File: config.mk
export PLATFORM = sky130hd
export DESIGN_NAME = ysyx_25020037_wbu
export DESIGN_NICKNAME = d
export VERILOG_FILES = /design/src/rtl/ysyx_25020037_wbu.sv
export SDC_FILE = /design/constraint.sdc
export NUM_CORES = 1
export LEC_CHECK = 0
export CELL_PAD_IN_SITES_DETAIL_PLACEMENT = 0
export CELL_PAD_IN_SITES_GLOBAL_PLACEMENT = 1
export CORE_ASPECT_RATIO = 2
export CORE_UTILIZATION = 30
export DETAILED_ROUTE_END_ITERATION = 16
export PLACE_DENSITY = 0.84
export RECOVER_POWER = 25
export REMOVE_ABC_BUFFERS = 1
export SYNTH_ARGS = -nofsm -noshare
export SYNTH_HDL_FRONTEND = slang
export SYNTH_SLANG_ARGS = --single-unit
File: constraint.sdc
create_clock -name clk -period 6.8 [get_ports clk]
set_input_delay 1.36 -clock clk [delete_from_list [all_inputs] [get_ports clk]]
set_output_delay 1.36 -clock clk [all_outputs]
set_load 0.02 [all_outputs]
File: src/rtl/ysyx_25020037_wbu.sv
// Write-back unit: holds one LSU result, formats load data, writes RF/CSR for one
// cycle, then presents a commit record and counts retired non-faulting instructions.
module ysyx_25020037_wbu #(
  parameter int CNT_WD = 64
) (
  input  logic              clk,
  input  logic              rst,
  input  logic              lsu_valid,
  output logic              wbu_ready,
  input  logic [31:0]       in_pc,
  input  logic [31:0]       in_dnpc,
  input  logic [4:0]        in_rd,
  input  logic              in_rf_we,
  input  logic              in_is_load,
  input  logic [2:0]        in_load_op,
  input  logic              in_load_unsigned,
  input  logic [1:0]        in_addr_off,
  input  logic [31:0]       in_rdata,
  input  logic [31:0]       in_alu_result,
  input  logic              in_csr_we,
  input  logic [11:0]       in_csr_addr,
  input  logic [31:0]       in_csr_wdata,
  input  logic              in_access_fault,
  output logic              rf_we,
  output logic [4:0]        rf_waddr,
  output logic [31:0]       rf_wdata,
  output logic              csr_we,
  output logic [11:0]       csr_waddr,
  output logic [31:0]       csr_wdata,
  output logic              commit_valid,
  input  logic              commit_ready,
  output logic [31:0]       commit_pc,
  output logic [31:0]       commit_dnpc,
  output logic              commit_fault,
  output logic [1:0]        commit_cause,
  output logic [CNT_WD-1:0] minstret
);

  typedef enum logic [1:0] {IDLE, WB, COMMIT} state_t;

  state_t state, state_nxt;

  logic [31:0] pc_p0, dnpc_p0, rdata_p0, alu_result_p0, csr_wdata_p0;
  logic [4:0]  rd_p0;
  logic [2:0]  load_op_p0;
  logic [1:0]  addr_off_p0;
  logic [11:0] csr_addr_p0;
  logic        rf_we_p0, is_load_p0, load_unsigned_p0, csr_we_p0, access_fault_p0;

  logic accept, misalign, in_wb, commit_fire;
  logic [31:0] load_data;

  function automatic logic [31:0] fmt_load(input logic [2:0] op, input logic uns,
                                           input logic [1:0] off, input logic [31:0] rdata);
    logic [7:0]  b;
    logic [15:0] h;
    b = rdata[{off, 3'b000} +: 8];
    h = rdata[{off[1], 4'b0000} +: 16];
    case (op)
      3'b001:  fmt_load = uns ? {24'd0, b} : {{24{b[7]}}, b};
      3'b010:  fmt_load = uns ? {16'd0, h} : {{16{h[15]}}, h};
      default: fmt_load = rdata;
    endcase
  endfunction

  // Any encoding other than byte/half is a word access and must be 4-byte aligned.
  function automatic logic is_misaligned(input logic [2:0] op, input logic [1:0] off);
    case (op)
      3'b001:  is_misaligned = 1'b0;
      3'b010:  is_misaligned = off[0];
      default: is_misaligned = (off != 2'b00);
    endcase
  endfunction

  assign wbu_ready = (state == IDLE);
  assign accept    = lsu_valid & wbu_ready;

  // Stage p0: holding registers captured on the accept edge
  always_ff @(posedge clk) begin
    if (!rst) begin
      pc_p0            <= '0;
      dnpc_p0          <= '0;
      rd_p0            <= '0;
      rf_we_p0         <= 1'b0;
      is_load_p0       <= 1'b0;
      load_op_p0       <= '0;
      load_unsigned_p0 <= 1'b0;
      addr_off_p0      <= '0;
      rdata_p0         <= '0;
      alu_result_p0    <= '0;
      csr_we_p0        <= 1'b0;
      csr_addr_p0      <= '0;
      csr_wdata_p0     <= '0;
      access_fault_p0  <= 1'b0;
    end else if (accept) begin
      pc_p0            <= in_pc;
      dnpc_p0          <= in_dnpc;
      rd_p0            <= in_rd;
      rf_we_p0         <= in_rf_we;
      is_load_p0       <= in_is_load;
      load_op_p0       <= in_load_op;
      load_unsigned_p0 <= in_load_unsigned;
      addr_off_p0      <= in_addr_off;
      rdata_p0         <= in_rdata;
      alu_result_p0    <= in_alu_result;
      csr_we_p0        <= in_csr_we;
      csr_addr_p0      <= in_csr_addr;
      csr_wdata_p0     <= in_csr_wdata;
      access_fault_p0  <= in_access_fault;
    end
  end

  always_ff @(posedge clk) begin
    if (!rst) state <= IDLE;
    else      state <= state_nxt;
  end

  always_comb begin
    state_nxt = state;
    case (state)
      IDLE:    if (lsu_valid) state_nxt = WB;
      WB:      state_nxt = COMMIT;
      COMMIT:  if (commit_ready) state_nxt = IDLE;
      default: state_nxt = IDLE;
    endcase
  end

  assign load_data    = fmt_load(load_op_p0, load_unsigned_p0, addr_off_p0, rdata_p0);
  assign misalign     = is_load_p0 & is_misaligned(load_op_p0, addr_off_p0);
  assign commit_fault = access_fault_p0 | misalign;
  assign commit_cause = access_fault_p0 ? 2'b01 : (misalign ? 2'b10 : 2'b00);

  // Enables also gated by rst so a write coinciding with the reset edge never lands.
  assign in_wb     = (state == WB) & rst;
  assign rf_we     = in_wb & rf_we_p0 & (rd_p0 != 5'd0) & ~commit_fault;
  assign rf_waddr  = rd_p0;
  assign rf_wdata  = is_load_p0 ? load_data : alu_result_p0;
  assign csr_we    = in_wb & csr_we_p0 & ~commit_fault;
  assign csr_waddr = csr_addr_p0;
  assign csr_wdata = csr_wdata_p0;

  assign commit_valid = (state == COMMIT);
  assign commit_pc    = pc_p0;
  assign commit_dnpc  = dnpc_p0;
  assign commit_fire  = commit_valid & commit_ready;

  always_ff @(posedge clk) begin
    if (!rst)                              minstret <= '0;
    else if (commit_fire && !commit_fault) minstret <= minstret + CNT_WD'(1);
  end

endmodule

==> summary.md <==
| Metric | Value |
|---|---|
| Rel. slew slack | `0.261` |
| Hold Crit Class | `reg2reg` |
| I/O Pins | `407` |
| CTS root buffer | `clkbuf_16` |
| CTS tree | `done` |
| Fin crit period | `4.94 ns` |
| Height of the chip | `267 µm` |
| Core ar. | `34500 µm²` |
| Final instance area | `15700 µm²` |
| Number of synthesized flops with an enable pin | `0` |
| Vias | `10.7k` |
| Gr usage total | `0.203` |
| Worst IR drop on VDD | `0.195 mV` |
| Setup slack at placement | `1.90 ns` |
| Clock Skew | `0.00821 ns` |
| Least-Margin Pin Slew | `1.10 ns` |
| Ys async rst share | `0` |
| Worst-path fanout max | `16` |
| Initial DRC Count | `561` |
| Max H-tree Level | `1` |
| Clock Sinks | `253` |
| Count of pins over their slew limit | `0` |
| CP Launch Type | `register` |
| Largest area contributor in the netlist | `dfxtp_1` |
| Placed inst area | `14800 µm²` |
| Total gr overflow | `0` |
| Critical path class | `reg2out` |
| Post-CTS sizing | `0` |
| Initial core utilization | `0.305` |
| Count leader, synth | `nand2_1` |
| 1st-pass router iterations | `5` |
| Synth Register Bits | `253` |
| Die area | `35900 µm²` |
| Setup violators final | `0` |
| Top_reg_cell synth | `dfxtp_1` |
| Max clock buf depth | `3` |
| Routed WL | `37700 µm` |
| MaxCap Viol Count | `0` |
| Leak pwr | `5.71 nW` |
| Wire per inst | `17.6 µm` |
| Synth-to-Final Area Change | `48.8%` |
| Skew-Pair Late Insertion Delay | `0.53 ns` |
| Sequential area share after synthesis | `0.482` |
| Vias per cell | `5.02` |
| Netlist Area Pre-Place | `10500 µm²` |
| PD cells | `227 nW/µm²` |
| TritonCTS buffer count | `25` |
| Gate power share | `0.156` |
| Vias in the first global route | `10.5k` |
| RSZ-0062 raised after global routing | `false` |
| Final core occ | `0.454` |
| Unique masters post-synth | `53` |
| Crit path DAT | `3.58 ns` |
| Port Buffers | `406` |
| Largest net degree at the start of global routing | `189` |
| Share of cells above drive strength 1 | `0.0397` |
| Crit end category | `output pin` |
| Row count | `96` |
| Ys Warns | `0` |
| Die Wd | `134 µm` |
| P_sw | `954 µW` |
| DRC Markers | `0` |
| Switching Share | `0.268` |
| DP HPWL | `26700 µm` |
| Critical Path RT | `5.44 ns` |
| Synth Instances | `1329` |
| Setup TNS | `0 ns` |
| Register share of total power | `0.451` |
| Synth top area cells | `dfxtp_1 (48%), nand2_1 (15%), a21oi_1 (11%)` |
| Final nets | `1864` |
| Hold Vio Cnt, Final | `0` |
| First-pass GRT wire length | `57300 µm` |
| Placer congestion estimate | `0.842` |
| Clock slew at reported path FFs | `0.06 ns` |
| Fin crit share | `0.726` |
| Clk pwr share | `0.393` |
| Initial antenna violation count | `5` |
| DRT antenna net count | `0` |
| Fmax | `0.202 GHz` |
| Internal Pwr Total | `2.61 mW` |
| Status | `complete, no violations` |
| Hold_ws | `0.449 ns` |
| Share of Yosys cell area claimed by the top area cell type | `0.482` |
| Post-synth top cells | `nand2_1 (422), dfxtp_1 (253), a21oi_1 (231)` |
| Post-route worst setup slack | `1.86 ns` |
| Number of hold buffers added after CTS | `0` |
| Post-CTS Setup Inserts | `0` |
| Mapped Avg Cell Area | `7.91 µm²` |
==> cell type report <==
cell class | count | area, µm²
clock buffer | 37 | 741
tap | 441 | 552
multi-input combinational | 968 | 5020
fill | 3390 | 18800
antenna | 5 | 12.5
clock inverter | 7 | 63.8
timing repair buffer | 415 | 4160
sequential | 253 | 5060
inverter | 9 | 38.8
==> flip-flops by register name, summed over array words and instances (netlist names), 2 cells and up <==
register / cells
commit_pc: 32
minstret: 64
rdata_p0: 32
csr_wdata: 32
rf_waddr: 5
commit_dnpc: 32
csr_waddr: 12
load_op_p0: 3
alu_result_p0: 32
state: 2
addr_off_p0: 2
==> per-layer routing <==
| metal | global-route usage | vias up | wire length (µm) |
|---|---|---|---|
| met2 | 0.390 | 343 | 20600 |
| met5 | 0 | - | 0 |
| met1 | 0.205 | 5007 | 13500 |
| met4 | 0.0914 | 0 | 1310 |
| met3 | 0.0435 | 71 | 2280 |
| li1 | - | 5292 | - |
==> power groups by stage <==
stage               Combinational (mW)  Clock, mW  Sequential, mW
finish                           0.556       1.40            1.61
global route                     0.600       1.50            1.61
CTS                              0.576       1.44            1.61
detailed placement               0.573          0            1.64
global placement                 0.569          0            1.64
floorplan                        0.224          0            1.68
==> worst max-delay path: stages (launching register included) <==
cell             delay (ns)
dfxtp_1                0.82
mux4_2                 0.35
nand2_1                0.09
o21ai_0                0.09
nor4b_4                0.83
a221o_1                0.24
clkdlybuf4s50_1        0.61
==> path summary, 6_finish.rpt <==
check	startpoint	slack, ns	end	depth (start not counted)
min	commit_dnpc[21]	0.45	commit_dnpc[21]	2
max reg2reg	addr_off_p0[0]	3.63	minstret[57]	5
min reg2reg	commit_dnpc[21]	0.45	commit_dnpc[21]	2
max	addr_off_p0[0]	1.86	rf_wdata[20]	6
==> layout by cell type, fill, tap and decap left out, types with 5 or more instances in the layout <==
master / count
xnor2_1: 10
nand2_1: 421
a221o_1: 16
clkbuf_8: 7
or4_1: 24
dlygate4sd3_1: 116
buf_4: 7
nand4_1: 30
nor2_1: 44
o211ai_1: 7
clkbuf_1: 5
nor4_1: 13
xor2_1: 8
and3_1: 6
dfxtp_1: 253
clkinv_2: 5
a22oi_1: 14
mux4_2: 8
clkdlybuf4s50_1: 290
o21ai_0: 20
a31oi_1: 8
diode_2: 5
nor3_1: 6
nand3_1: 21
inv_1: 7
nand2b_1: 6
o31ai_1: 20
a21oi_1: 231
or3_1: 16
and4_1: 7
clkbuf_16: 25
==> through the flow <==
stage	instances	power, mW
after floorplan	1230	1.91
after global placement	2086	2.21
after detailed placement	2086	2.21
after CTS	2130	3.63
after global routing	2135	3.71
final	2135	3.56
==> logic make-up (layout without fill, tap and decap cells) <==
| kind of cell | after synthesis | count (layout) | synth area share |
|---|---|---|---|
| buffers and inverters | 108 | 468 | 0.0431 |
| other | 0 | 5 | 0 |
| AOI/OAI and AO/OA | 327 | 327 | 0.177 |
| adders and majority gates | 1 | 1 | 0.00119 |
| DFF | 253 | 253 | 0.482 |
| muxes | 12 | 12 | 0.0209 |
| and+or+nand+nor | 610 | 610 | 0.261 |
| xor gates and xnor gates | 18 | 18 | 0.0150 |
Note: power is estimated with default switching activity, not from simulation.
